$ cat config.mk
export PLATFORM = sky130hd
export DESIGN_NAME = ram_arbiter
export DESIGN_NICKNAME = d
export VERILOG_FILES = /design/src/rtl/ram_pkg.sv /design/src/rtl/rr_pick2.sv /design/src/rtl/ram_arbiter.sv
export SDC_FILE = /design/constraint.sdc
export NUM_CORES = 1
export LEC_CHECK = 0
export ABC_AREA = 0
export CAP_MARGIN = 15
export CORE_MARGIN = 1.5
export CORE_UTILIZATION = 32
export CTS_CLUSTER_SIZE = 8
export DETAILED_ROUTE_END_ITERATION = 16
export HOLD_SLACK_MARGIN = 0.12
export PLACE_DENSITY = 0.8
export SYNTH_ARGS = -nofsm -noshare
export SYNTH_HDL_FRONTEND = slang
export SYNTH_HIERARCHICAL = 1
export SYNTH_SLANG_ARGS = --single-unit
$ cat constraint.sdc
create_clock -name clk -period 3.32 [get_ports clk]
set_input_delay 0.996 -clock clk [delete_from_list [all_inputs] [get_ports clk]]
set_output_delay 0.996 -clock clk [all_outputs]
set_load 0.02 [all_outputs]
$ cat src/rtl/ram_pkg.sv
// ram_pkg: shared definitions for the two-port RAM arbiter.
//   AW_DEF, DW_DEF, MAX_LOCK_DEF : default address width, data width and lock budget
//   state_e                      : arbiter FSM states
//   port_e                       : identifies one of the two requesting ports
package ram_pkg;

  localparam int AW_DEF       = 4;
  localparam int DW_DEF       = 8;
  localparam int MAX_LOCK_DEF = 8;

  typedef enum logic [1:0] {
    ST_IDLE  = 2'd0,
    ST_OWN_A = 2'd1,
    ST_OWN_B = 2'd2
  } state_e;

  typedef enum logic {
    PORT_A = 1'b0,
    PORT_B = 1'b1
  } port_e;

endpackage

$ cat src/rtl/rr_pick2.sv
// rr_pick2: two-way round-robin picker.
//   req_a, req_b : requests from port A and port B
//   last_served  : port that was served most recently
//   winner       : chosen port; a lone requester wins, a tie goes to the port
//                  that was not served last. Meaningless when nobody requests.
module rr_pick2
  import ram_pkg::*;
(
  input  logic  req_a,
  input  logic  req_b,
  input  port_e last_served,
  output port_e winner
);

  // NOTE: every output of a combinational block gets a default first, so no
  // path leaves it unassigned and no latch is inferred.
  always_comb begin
    winner = PORT_B;
    if (req_a && (!req_b || last_served == PORT_B)) begin
      winner = PORT_A;
    end
  end

endmodule

$ cat src/rtl/ram_arbiter.sv
// ram_arbiter: arbitrates two request ports onto one external synchronous RAM.
//   clk, rst_n                   : clock, synchronous active-low reset
//   req_x/we_x/lock_x/addr_x/wdata_x : per-port request, write flag, lock, address, data
//   gnt_x                        : transfer accepted this cycle
//   rvalid_x/rdata_x             : read data, one cycle after an accepted read
//   ram_we/ram_addr/ram_din      : RAM command driven by the granted port
//   ram_dout                     : registered RAM read data
// A port that takes a grant with lock set owns the RAM for up to MAX_LOCK
// cycles in total, counting the acquiring transfer.
module ram_arbiter
  import ram_pkg::*;
#(
  parameter int AW       = AW_DEF,
  parameter int DW       = DW_DEF,
  parameter int MAX_LOCK = MAX_LOCK_DEF
) (
  input  logic          clk,
  input  logic          rst_n,
  input  logic          req_a,
  input  logic          req_b,
  input  logic          we_a,
  input  logic          we_b,
  input  logic          lock_a,
  input  logic          lock_b,
  input  logic [AW-1:0] addr_a,
  input  logic [AW-1:0] addr_b,
  input  logic [DW-1:0] wdata_a,
  input  logic [DW-1:0] wdata_b,
  output logic          gnt_a,
  output logic          gnt_b,
  output logic          rvalid_a,
  output logic          rvalid_b,
  output logic [DW-1:0] rdata_a,
  output logic [DW-1:0] rdata_b,
  output logic          ram_we,
  output logic [AW-1:0] ram_addr,
  output logic [DW-1:0] ram_din,
  input  logic [DW-1:0] ram_dout
);

  localparam int            CW        = $clog2(MAX_LOCK + 1);
  localparam logic [CW-1:0] LOCK_LAST = CW'(MAX_LOCK - 1);

  state_e        state, state_nxt;
  port_e         last_served, last_nxt, winner;
  logic [CW-1:0] lock_cnt, cnt_nxt;
  logic          rvalid_a_q, rvalid_b_q;

  rr_pick2 u_pick (
    .req_a       (req_a),
    .req_b       (req_b),
    .last_served (last_served),
    .winner      (winner)
  );

  // Grants are gated by rst_n so nothing reaches the RAM while reset is held.
  always_comb begin
    gnt_a = 1'b0;
    gnt_b = 1'b0;
    if (rst_n) begin
      case (state)
        ST_IDLE: begin
          gnt_a = req_a && (winner == PORT_A);
          gnt_b = req_b && (winner == PORT_B);
        end
        ST_OWN_A: gnt_a = req_a;
        ST_OWN_B: gnt_b = req_b;
        default: ;
      endcase
    end
  end

  always_comb begin
    ram_we   = 1'b0;
    ram_addr = '0;
    ram_din  = '0;
    if (gnt_a) begin
      ram_we   = we_a;
      ram_addr = addr_a;
      ram_din  = wdata_a;
    end else if (gnt_b) begin
      ram_we   = we_b;
      ram_addr = addr_b;
      ram_din  = wdata_b;
    end
  end

  // lock_cnt is 1 in the first owned cycle (the acquiring transfer is the
  // lock's first cycle), so reaching MAX_LOCK-1 ends a MAX_LOCK-cycle hold.
  always_comb begin
    state_nxt = state;
    cnt_nxt   = lock_cnt;
    last_nxt  = last_served;
    case (state)
      ST_IDLE: begin
        cnt_nxt = '0;
        if (gnt_a) begin
          if (lock_a) begin
            state_nxt = ST_OWN_A;
            cnt_nxt   = CW'(1);
          end else begin
            last_nxt = PORT_A;
          end
        end else if (gnt_b) begin
          if (lock_b) begin
            state_nxt = ST_OWN_B;
            cnt_nxt   = CW'(1);
          end else begin
            last_nxt = PORT_B;
          end
        end
      end
      ST_OWN_A: begin
        cnt_nxt = lock_cnt + CW'(1);
        if (lock_cnt == LOCK_LAST || (gnt_a && !lock_a)) begin
          state_nxt = ST_IDLE;
          cnt_nxt   = '0;
          last_nxt  = PORT_A;
        end
      end
      ST_OWN_B: begin
        cnt_nxt = lock_cnt + CW'(1);
        if (lock_cnt == LOCK_LAST || (gnt_b && !lock_b)) begin
          state_nxt = ST_IDLE;
          cnt_nxt   = '0;
          last_nxt  = PORT_B;
        end
      end
      default: begin
        state_nxt = ST_IDLE;
        cnt_nxt   = '0;
      end
    endcase
  end

  // NOTE: sequential state uses non-blocking assignments so every register
  // samples the pre-edge values, independent of statement order.
  always_ff @(posedge clk) begin
    if (!rst_n) begin
      state       <= ST_IDLE;
      last_served <= PORT_B;
      lock_cnt    <= '0;
      rvalid_a_q  <= 1'b0;
      rvalid_b_q  <= 1'b0;
    end else begin
      state       <= state_nxt;
      last_served <= last_nxt;
      lock_cnt    <= cnt_nxt;
      rvalid_a_q  <= gnt_a && !we_a;
      rvalid_b_q  <= gnt_b && !we_b;
    end
  end

  // A read accepted just before reset asserts must not surface, so the
  // registered valid is also masked by rst_n.
  assign rvalid_a = rvalid_a_q && rst_n;
  assign rvalid_b = rvalid_b_q && rst_n;
  assign rdata_a  = ram_dout;
  assign rdata_b  = ram_dout;

endmodule
==> results of run 1 <==
metrics by stage:
stage          setup WS [ns]  setup TNS [ns]  total power [µW]  instances
2_1_floorplan          0.157               0               258        105
3_5_place_dp          -0.689           -9.82               325        171
5_1_grt             0.000606               0               451        180
6_report              0.0727               0               422        180
3_3_place_gp          -0.645           -9.16               320        171
4_1_cts               0.0647               0               422        178
per-layer routing:
layer,vias up,wire (µm),track usage (%)
met2,46,1430,33.2
met3,3,231,6.32
met4,0,30,6.62
li1,449,-,-
met1,413,888,15.3
met5,-,0,0
cell families after synthesis:
logic type,count (synthesis)
AO/OA/AOI/OAI,31
XOR/XNOR,2
adder cells (fa/ha/maj),6
buffers and inverters,31
flip-flops,9
multiplexers,1
AND/OR/NAND/NOR,25
flip-flops by register name, summed over array words and instances, names as in the netlist:
register	flops
rvalid_b_q	1
lock_cnt	4
last_served	1
state	2
rvalid_a_q	1
timing repair:
item,4_1_cts,5_1_grt
setup endpoints to repair,17,4
pin swaps,7,2
gates resized for setup,78,1
hold endpoints to repair,0,0
cloned,1,0
setup buffers,2,2
report_power, final:
group          internal (µW)  leakage [µW]  total (µW)  switching (µW)
Clock                   46.6     0.0000150        89.2            42.6
Sequential               115     0.0000730         120            5.03
Combinational            115      0.000543         214            98.6
Total                    276      0.000631         422             146
final timing paths:
check / from / end / slack, ns / cells past startpoint
setup / recovery: req_a / ram_din[0] / 0.07 / 8
hold / removal: state[1] / state[1] / 0.50 / 2
hold reg to reg: state[1] / state[1] / 0.50 / 2
setup reg to reg: state[0] / state[0] / 1.26 / 10
worst register-to-register path, stage by stage (launching register included):
cell,delay [ns]
dfxtp_1,0.40
inv_1,0.10
ha_1,0.35
nand3b_4,0.15
a21oi_4,0.08
buf_4,0.14
buf_4,0.12
buf_4,0.14
o31a_1,0.26
o21ai_0,0.14
a21boi_1,0.08
layout make-up:
class	instances	share of cell area, %
tap	30	2.71
timing repair buffer	62	41.4
sequential	9	13.0
multi-input combinational	65	38.3
clock buffer	4	1.90
inverter	10	2.71
synthesized netlist by cell type, types with 2 or more instances:
library cell	number
buf_4	19
a22o_1	13
inv_1	10
dfxtp_1	9
ha_1	6
nand2_1	5
a21oi_1	3
nand4_1	3
a31o_2	2
and2_1	2
nand2b_1	2
nand3_1	2
nand3b_2	2
nor2b_1	2
nor3_1	2
o21ai_0	2
xnor2_1	2
==> metrics.md, run 1 <==
| Metric | Value |
|---|---|
| P per Cell Area | `305 nW/µm²` |
| F_max | `0.308 GHz` |
| Register area | `180 µm²` |
| Vias in the first global route | `997` |
| Die area | `3080 µm²` |
| XOR/XNOR Fraction of Synth Area | `1.98%` |
| Share of cells above drive strength 1 | `28.0%` |
| Count of state elements after synthesis | `9` |
| Crit path DAT | `2.25 ns` |
| Worst-path clk slew | `0.06 ns` |
| Leak | `0.000631 µW` |
| Total Wirelength | `2.58 mm` |
| RSZ-0062 raised after global routing | `false` |
| Max-cap violations | `0` |
| Family with the most delay on the worst path | `compound AO/OA/AOI/OAI gates` |
| Area Overhead vs Synth | `56.9%` |
| I/O Pins | `73` |
| Main synth FF type | `dfxtp_1` |
| Largest family of logic cells by synthesized area | `compound AO/OA/AOI/OAI gates` |
| Cell taking the most area after synthesis | `dfxtp_1` |
| H-tree depth | `1` |
| Fin. Hold Viols | `0` |
| Post-DR wirelength/cell | `14.3 µm` |
| Site Rows | `18` |
| Avg Cell Area, Syn | `8.41 µm²` |
| Slew headroom | `73.2%` |
| CP max FO | `7` |
| Initial antenna violation count | `0` |
| Crit start category | `input port` |
| Most common cell after layout, fill and taps aside | `clkdlybuf4s50_1` |
| Synth Area in Compound Gates | `28.6%` |
| Multiplexer area fraction after synthesis | `1.13%` |
| Seq/Total Area, Yosys | `20.4%` |
| Syn nets | `151` |
| Worst VDD drop | `0.159 mV` |
| Status | `complete, no violations` |
| Largest net degree at the start of global routing | `16` |
| Synth area leaders | `dfxtp_1 20%, buf_4 16%, a22o_1 13%, ha_1 8.5%, inv_1 4.2%` |
| IO buf count | `48` |
| DRC Markers | `0` |
| Nets@finish | `197` |
| Final hold slack | `0.501 ns` |
| CTS tree | `yes` |
| CTS Buf Count | `3` |
| Final Critical Period | `3.25 ns` |
| Chip height | `55.5 µm` |
| Netlist Area Pre-Place | `883 µm²` |
| Core area | `2540 µm²` |
| Simple-gate share of the synthesized area | `17.1%` |
| Most frequent cells in the layout | `29 x clkdlybuf4s50_1, 17 x buf_4, 13 x a22o_1` |
| # fillers | `230` |
| First-pass GRT wire length | `4.16 mm` |
| Worst Hold Class | `reg -> reg` |
| Antenna Nets Post-Route | `0` |
| Design Area, Final | `1390 µm²` |
| CP max stage delay | `0.22 ns` |
| Post-synthesis adder-cell area fraction | `8.50%` |
| DR vias | `911` |
| Clock latency on the worst-skew pair | `0.27 ns` |
| Yosys warnings | `6` |
| Area share of the largest cell type after synthesis | `20.4%` |
| Clock skew | `0.00121 ns` |
| Sink Count | `9` |
| Library cells used by synthesis | `36` |
| DR pass1 iterations | `4` |
| Crit Path Class | `in -> out` |
| CP bufs+invs | `3` |
| Die X | `55.5 µm` |
| # hold bufs at CTS | `0` |
| CP endpoint kind | `output pin` |
| Final Cycle Share | `97.8%` |
| Placed inst area | `1320 µm²` |
| WP data required | `2.32 ns` |
| CTS Buffer Depth | `2` |
| ANT cells | `0` |
| Post-synthesis cell count | `105` |
| Multi-input gate area | `531 µm²` |
| Vias per inst | `5.06` |
| Initial Util | `34.7%` |
| Hpwl dp | `2.06 mm` |
| Worst-path cell chain | `clkdlybuf4s15_1, o21ai_2, nand3b_4, a21oi_4, nor2_4, buf_12, a22o_1, buf_6` |
| EDFF count, synth | `0` |
| Crit-path slowest cell | `a21oi_4` |
| Least-Margin Pin Slew | `0.402 ns` |
| Final setup fails | `0` |
| Final Util | `54.5%` |
| RePlAce Congestion | `0.796` |
| First DRT Iteration DRCs | `15` |
| CTS root buf | `clkbuf_4` |
| GRT Residual Overflow | `0` |
| Max Transition Viols Final | `0` |
| GR Util All Layers | `16.9%` |
| Fraction of registers with async set/reset | `0%` |
Note: power is estimated with default switching activity, not from simulation.
==> inputs of run 2 (changes only) <==
--- a/config.mk
+++ b/config.mk
@@ -13,6 +13,7 @@
 export DETAILED_ROUTE_END_ITERATION = 16
 export HOLD_SLACK_MARGIN = 0.12
 export PLACE_DENSITY = 0.8
+export SKIP_LAST_GASP = 1
 export SYNTH_ARGS = -nofsm -noshare
 export SYNTH_HDL_FRONTEND = slang
 export SYNTH_HIERARCHICAL = 1
==> metrics.md, run 2 (synthesized netlist as in run 1, its figures left out) <==
| Metric | Value |
|---|---|
| Status | `complete, no violations` |
| H-tree depth | `1 (unchanged)` |
| CTS tree | `yes` |
| Leak | `0.000632 µW (+0.27%)` |
| Die area | `3080 µm² (unchanged)` |
| Fin. Hold Viols | `0 (unchanged)` |
| Worst-path clk slew | `0.06 ns (about the same)` |
| Biggest regs | `lock_cnt (4), state (2)` |
| Sequential group share of total power | `28.2% (about the same)` |
| Crit path DAT | `2.20 ns (-0.05 ns)` |
| Final WS setup | `0.126 ns (+0.0530 ns)` |
| P per Cell Area | `305 nW/µm² (+0.11%)` |
| GR Util All Layers | `17.0% (+0.048 points)` |
| Sink Count | `9 (unchanged)` |
| Pre-CTS WS | `-0.689 ns (unchanged)` |
| Vias in the first global route | `1001 (+0.40%)` |
| Hold Crit Depth | `2 (unchanged)` |
| Nets@finish | `197 (unchanged)` |
| Antenna Nets Post-Route | `0 (unchanged)` |
| DR pass1 iterations | `4 (unchanged)` |
| Core area | `2540 µm² (unchanged)` |
| Initial Util | `34.7% (unchanged)` |
| Max Transition Viols Final | `0 (unchanged)` |
| DP Cell Count | `171 (unchanged)` |
| Crit Path Class | `in -> out` |
| Least-Margin Pin Slew | `0.401 ns (-0.000661 ns)` |
| Switching power share of the total | `34.7% (+0.095 points)` |
| RePlAce Congestion | `0.796 (unchanged)` |
| Crit start category | `input port` |
| Register area | `180 µm² (unchanged)` |
| Vias per inst | `5.18 (+2.4%)` |
| F_max | `0.313 GHz (+1.7%)` |
| CTS Buffer Depth | `2 (unchanged)` |
| Final setup fails | `0 (unchanged)` |
| Final Cycle Share | `96.2% (-1.6 points)` |
| Largest register FFs | `4 (unchanged)` |
| Clock latency on the worst-skew pair | `0.27 ns (about the same)` |
| Worst-path cell chain | `buf_2, inv_2, o21ai_4, nand3b_4, a21oi_4, nor2_4, buf_12, a22o_1, buf_6` |
| Most frequent cells in the layout | `29 x clkdlybuf4s50_1, 18 x buf_4, 13 x a22o_1` |
| IO buf count | `48 (unchanged)` |
| Slew headroom | `73.3% (about the same)` |
| Die X | `55.5 µm (unchanged)` |
| Cells on worst reg2reg path | `10 (unchanged)` |
| Largest net degree at the start of global routing | `16 (unchanged)` |
| Site Rows | `18 (unchanged)` |
| RSZ-0062 raised after global routing | `false` |
| CP max FO | `7 (unchanged)` |
| ANT cells | `0 (unchanged)` |
| Internal power | `278 µW (+0.78%)` |
| Hpwl dp | `2.06 mm (unchanged)` |
| # fillers | `228 (-0.87%)` |
| Area Overhead vs Synth | `58.2%` |
| Multi-input gate area | `538 µm² (+1.4%)` |
| Largest Register | `lock_cnt` |
| CTS Buf Count | `3 (unchanged)` |
| # hold bufs at CTS | `0 (unchanged)` |
| Worst Hold Class | `reg -> reg` |
| DRC Markers | `0 (unchanged)` |
| I/O Pins | `73 (unchanged)` |
| Initial antenna violation count | `0 (unchanged)` |
| CP bufs+invs | `4 (+1)` |
| CP endpoint kind | `output pin` |
| Family with the most delay on the worst path | `compound AO/OA/AOI/OAI gates` |
| Worst VDD drop | `0.163 mV (+2.6%)` |
| Crit-path slowest cell | `a21oi_4` |
| Crit. path cell count | `9 (+1)` |
| NetSw | `148 µW (+1.2%)` |
| Chip height | `55.5 µm (unchanged)` |
| Non-Filler Instances | `180 (unchanged)` |
| Max-cap violations | `0 (unchanged)` |
| Clock power frac | `20.9% (-0.2 points)` |
| Clock skew | `0.00113 ns (-0.0000851 ns)` |
| GRT Residual Overflow | `0 (unchanged)` |
| Combinational share of power | `50.9% (+0.3 points)` |
| First-pass GRT wire length | `4.18 mm (+0.50%)` |
| WP data required | `2.32 ns (about the same)` |
| Share of cells above drive strength 1 | `28.7% (+0.67 points)` |
| First DRT Iteration DRCs | `19 (+4)` |
| Total Wirelength | `2.62 mm (+1.6%)` |
| CP max stage delay | `0.23 ns (about the same)` |
| Final Critical Period | `3.19 ns (-0.0530 ns)` |
| CTS root buf | `clkbuf_4` |
| DR vias | `933 (+2.4%)` |
| Post-DR wirelength/cell | `14.5 µm (+1.6%)` |
| Most common cell after layout, fill and taps aside | `clkdlybuf4s50_1` |
| Final Power | `426 µW (+0.93%)` |
-- run 2: changes by cell type in the layout (fill, tap and decap cells not counted) --
| cell | change |
|---|---|
| buf_2 | -2 |
| buf_4 | +1 |
| buf_6 | +1 |
| clkbuf_2 | +1 |
| clkdlybuf4s15_1 | -1 |
| o21ai_2 | -1 |
| o21ai_4 | +1 |
-- run 2: tightest hold or removal path: stages (launching register included) --
cell	delay (ns)
dfxtp_1	0.34
nand2_1	0.06
o21ai_0	0.06
-- run 2: final timing paths --
kind,from,to,slack (ns)
worst max register to register,state[0],state[0],1.26
worst min register to register,state[1],state[1],0.50
worst min-delay path,state[1],state[1],0.50
worst max-delay path,req_b,ram_din[0],0.13
-- run 2: power groups by stage --
stage | clock [µW] | sequential, µW | combinational, µW
2_1_floorplan | 0 | 121 | 137
3_3_place_gp | 0 | 122 | 198
3_5_place_dp | 0 | 122 | 203
4_1_cts | 91.9 | 120 | 210
5_1_grt | 102 | 121 | 232
6_report | 89.1 | 120 | 217
-- run 2: metal layers --
metal	up-vias	routed length, µm	global-route usage, %
li1	451	-	-
met1	423	873	15.3
met2	56	1440	33.3
met3	3	273	6.32
met4	0	30	6.62
met5	-	0	0
-- run 2: layout make-up --
class                      count  area share, %
sequential                     9           12.9
inverter                      10           2.69
multi-input combinational     65           38.5
clock buffer                   4           1.88
tap                           30           2.69
timing repair buffer          62           41.4
-- run 2: through the flow --
step,hold WS [ns],utilization (%),setup TNS (ns),cell area (µm²)
after global routing,0.542,54.9,0,1400
final,0.501,54.9,0,1400
after global placement,0.485,52.0,-9.16,1320
after CTS,0.506,54.1,-0.0157,1380
after floorplan,0.464,-,0,883
after detailed placement,0.497,52.0,-9.82,1320
-- run 2: what timing repair did --
action                                  in CTS  in global routing
setup buffers                                2                  2
resized for setup                           76                  8
endpoints found under the setup margin      17                 13
pin swaps                                    7                  5
gates cloned                                 1                  0
==> inputs of run 3 (changes only) <==
--- a/config.mk
+++ b/config.mk
@@ -13,6 +13,7 @@
 export DETAILED_ROUTE_END_ITERATION = 16
 export HOLD_SLACK_MARGIN = 0.12
 export PLACE_DENSITY = 0.8
+export SKIP_CTS_REPAIR_TIMING = 1
 export SKIP_LAST_GASP = 1
 export SYNTH_ARGS = -nofsm -noshare
 export SYNTH_HDL_FRONTEND = slang
==> metrics.md, run 3 (synthesized netlist as in run 1, its figures left out) <==
| Metric | Value |
|---|---|
| First-pass GRT wire length | `4.08 mm (-2.3%)` |
| Die X | `55.5 µm (unchanged)` |
| WHS Endpoint | `state[1]` |
| # fillers | `229 (+0.44%)` |
| NetSw | `146 µW (-1.5%)` |
| Post-DR wirelength/cell | `14.6 µm (+0.10%)` |
| IO buf count | `48 (unchanged)` |
| Largest register FFs | `4 (unchanged)` |
| Initial antenna violation count | `0 (unchanged)` |
| Die area | `3080 µm² (unchanged)` |
| Worst VDD drop | `0.159 mV (-2.4%)` |
| Sink Count | `9 (unchanged)` |
| Final Cycle Share | `97.7% (+1.5 points)` |
| Internal power | `271 µW (-2.7%)` |
| DR pass1 iterations | `4 (unchanged)` |
| Final Power | `416 µW (-2.3%)` |
| I/O Pins | `73 (unchanged)` |
| Biggest regs | `lock_cnt (4), state (2)` |
| Hpwl dp | `2.06 mm (unchanged)` |
| Final setup fails | `0 (unchanged)` |
| Most frequent cells in the layout | `29 x clkdlybuf4s50_1, 13 x a22o_1, 10 x inv_1` |
| Min-delay src | `state[1]` |
| H-tree depth | `1 (unchanged)` |
| Sequential group share of total power | `28.7% (+0.5 points)` |
| F_max | `0.308 GHz (-1.6%)` |
| Fin. Hold Viols | `0 (unchanged)` |
| Chip height | `55.5 µm (unchanged)` |
| Placed inst area | `1320 µm² (unchanged)` |
| Multi-input gate area | `531 µm² (-1.4%)` |
| Vias per inst | `5.15 (-0.70%)` |
| RePlAce Congestion | `0.796 (unchanged)` |
| GR Util All Layers | `16.5% (-0.44 points)` |
| Reg-to-reg setup timing slack | `1.40 ns (+0.14 ns)` |
| P per Cell Area | `305 nW/µm² (about the same)` |
| ANT cells | `0 (unchanged)` |
| CTS Buffer Depth | `2 (unchanged)` |
| Leak | `0.000666 µW (+5.3%)` |
| Largest net degree at the start of global routing | `16 (unchanged)` |
| Reg-to-Reg End | `state[0]` |
| Vias in the first global route | `991 (-1.0%)` |
| Site Rows | `18 (unchanged)` |
| Combinational share of power | `49.7% (-1.2 points)` |
| Most common cell after layout, fill and taps aside | `clkdlybuf4s50_1` |
| Max Transition Viols Final | `0 (unchanged)` |
| Clock power frac | `21.6% (+0.7 points)` |
| Slew headroom | `73.2% (about the same)` |
| Clock latency on the worst-skew pair | `0.27 ns (about the same)` |
| Cells on worst reg2reg path | `8 (-2)` |
| Final WS setup | `0.0750 ns (-0.0508 ns)` |
| Hold Crit Depth | `2 (unchanged)` |
| Switching power share of the total | `35.0% (+0.26 points)` |
| Worst Hold Class | `reg -> reg` |
| CTS Buf Count | `3 (unchanged)` |
| Largest Register | `lock_cnt` |
| CP max FO | `6 (-1)` |
| CTS root buf | `clkbuf_4` |
| Nets@finish | `194 (-1.5%)` |
| Crit start category | `input port` |
| Worst-path clk slew | `0.06 ns (about the same)` |
| Status | `complete, no violations` |
| Initial Util | `34.7% (unchanged)` |
| Register area | `180 µm² (unchanged)` |
| Antenna Nets Post-Route | `0 (unchanged)` |
| Max-cap violations | `0 (unchanged)` |
| Reg2Reg Launch Point | `state[0]` |
| First DRT Iteration DRCs | `16 (-3)` |
| WP data required | `2.32 ns (about the same)` |
| CP endpoint kind | `output pin` |
| Crit path DAT | `2.25 ns (+0.05 ns)` |
| DRC Markers | `0 (unchanged)` |
| CTS tree | `yes` |
| Least-Margin Pin Slew | `0.400 ns (-0.000862 ns)` |
| Share of cells above drive strength 1 | `25.9% (-2.8 points)` |
| GRT Residual Overflow | `0 (unchanged)` |
| Pre-CTS WS | `-0.689 ns (unchanged)` |
| Area Overhead vs Synth | `54.7%` |
| DR vias | `911 (-2.4%)` |
| Final Critical Period | `3.25 ns (+0.0508 ns)` |
| Clock skew | `0.00274 ns (+0.00162 ns)` |
| Design Area, Final | `1370 µm² (-2.2%)` |
| Total Wirelength | `2.58 mm (-1.6%)` |
| Crit Path Class | `in -> out` |
| Core area | `2540 µm² (unchanged)` |
run 3: cell count changes in the layout (fill, tap and decap cells not counted), moves of 2 or more:
| cell | change |
|---|---|
| buf_4 | -9 |
| dlymetal6s2s_1 | +5 |
| clkbuf_2 | +4 |
| dlygate4sd2_1 | -4 |
| buf_2 | +2 |
run 3: through the flow:
stage                     std cells  TNS [ns]  utilization [%]  hold WS (ns)
after floorplan                 105         0                -         0.464
after global placement          171     -9.16             52.0         0.485
after detailed placement        171     -9.82             52.0         0.497
after CTS                       175    -10.02             53.0         0.506
after global routing            177   -0.0107             53.7         0.541
final                           177         0             53.7         0.501
run 3: cell type report:
type                            instances  area share [%]
Timing Repair Buffer                   59            40.6
Multi-Input combinational cell         65            38.8
Sequential cell                         9            13.2
Inverter                               10            2.75
Tap cell                               30            2.75
Clock buffer                            4            1.92
run 3: power groups by stage:
stage	Sequential (µW)	Combinational [µW]	Clock, µW
finish	120	207	89.9
global route	120	222	100
CTS	120	204	91.9
detailed placement	122	203	0
global placement	122	198	0
floorplan	121	137	0
run 3: how the worst max path moves through the flow:
stage,start,end,slack (ns),cells after the start
floorplan,req_b,ram_addr[0],0.16,7
global placement,req_a,ram_din[0],-0.65,7
detailed placement,req_b,ram_we,-0.69,8
CTS,req_b,ram_din[0],-0.71,9
global route,req_b,ram_din[4],-0.01,9
finish,req_b,ram_din[4],0.07,9
run 3: routing by layer:
| metal | part of all wire (%) | up-vias | global-route usage [%] |
|---|---|---|---|
| met5 | 0 | - | 0 |
| met4 | 1.3 | 0 | 6.62 |
| met3 | 12 | 5 | 8.67 |
| met2 | 54 | 54 | 31.6 |
| met1 | 33 | 409 | 14.1 |
| li1 | - | 443 | - |
run 3: worst max-delay path, cell delays in order:
cell,delay [ns]
clkbuf_2,0.10
inv_1,0.05
o21ai_2,0.19
a31o_2,0.18
nand3_2,0.09
nor2_4,0.19
clkbuf_16,0.17
a22o_1,0.12
clkbuf_2,0.17
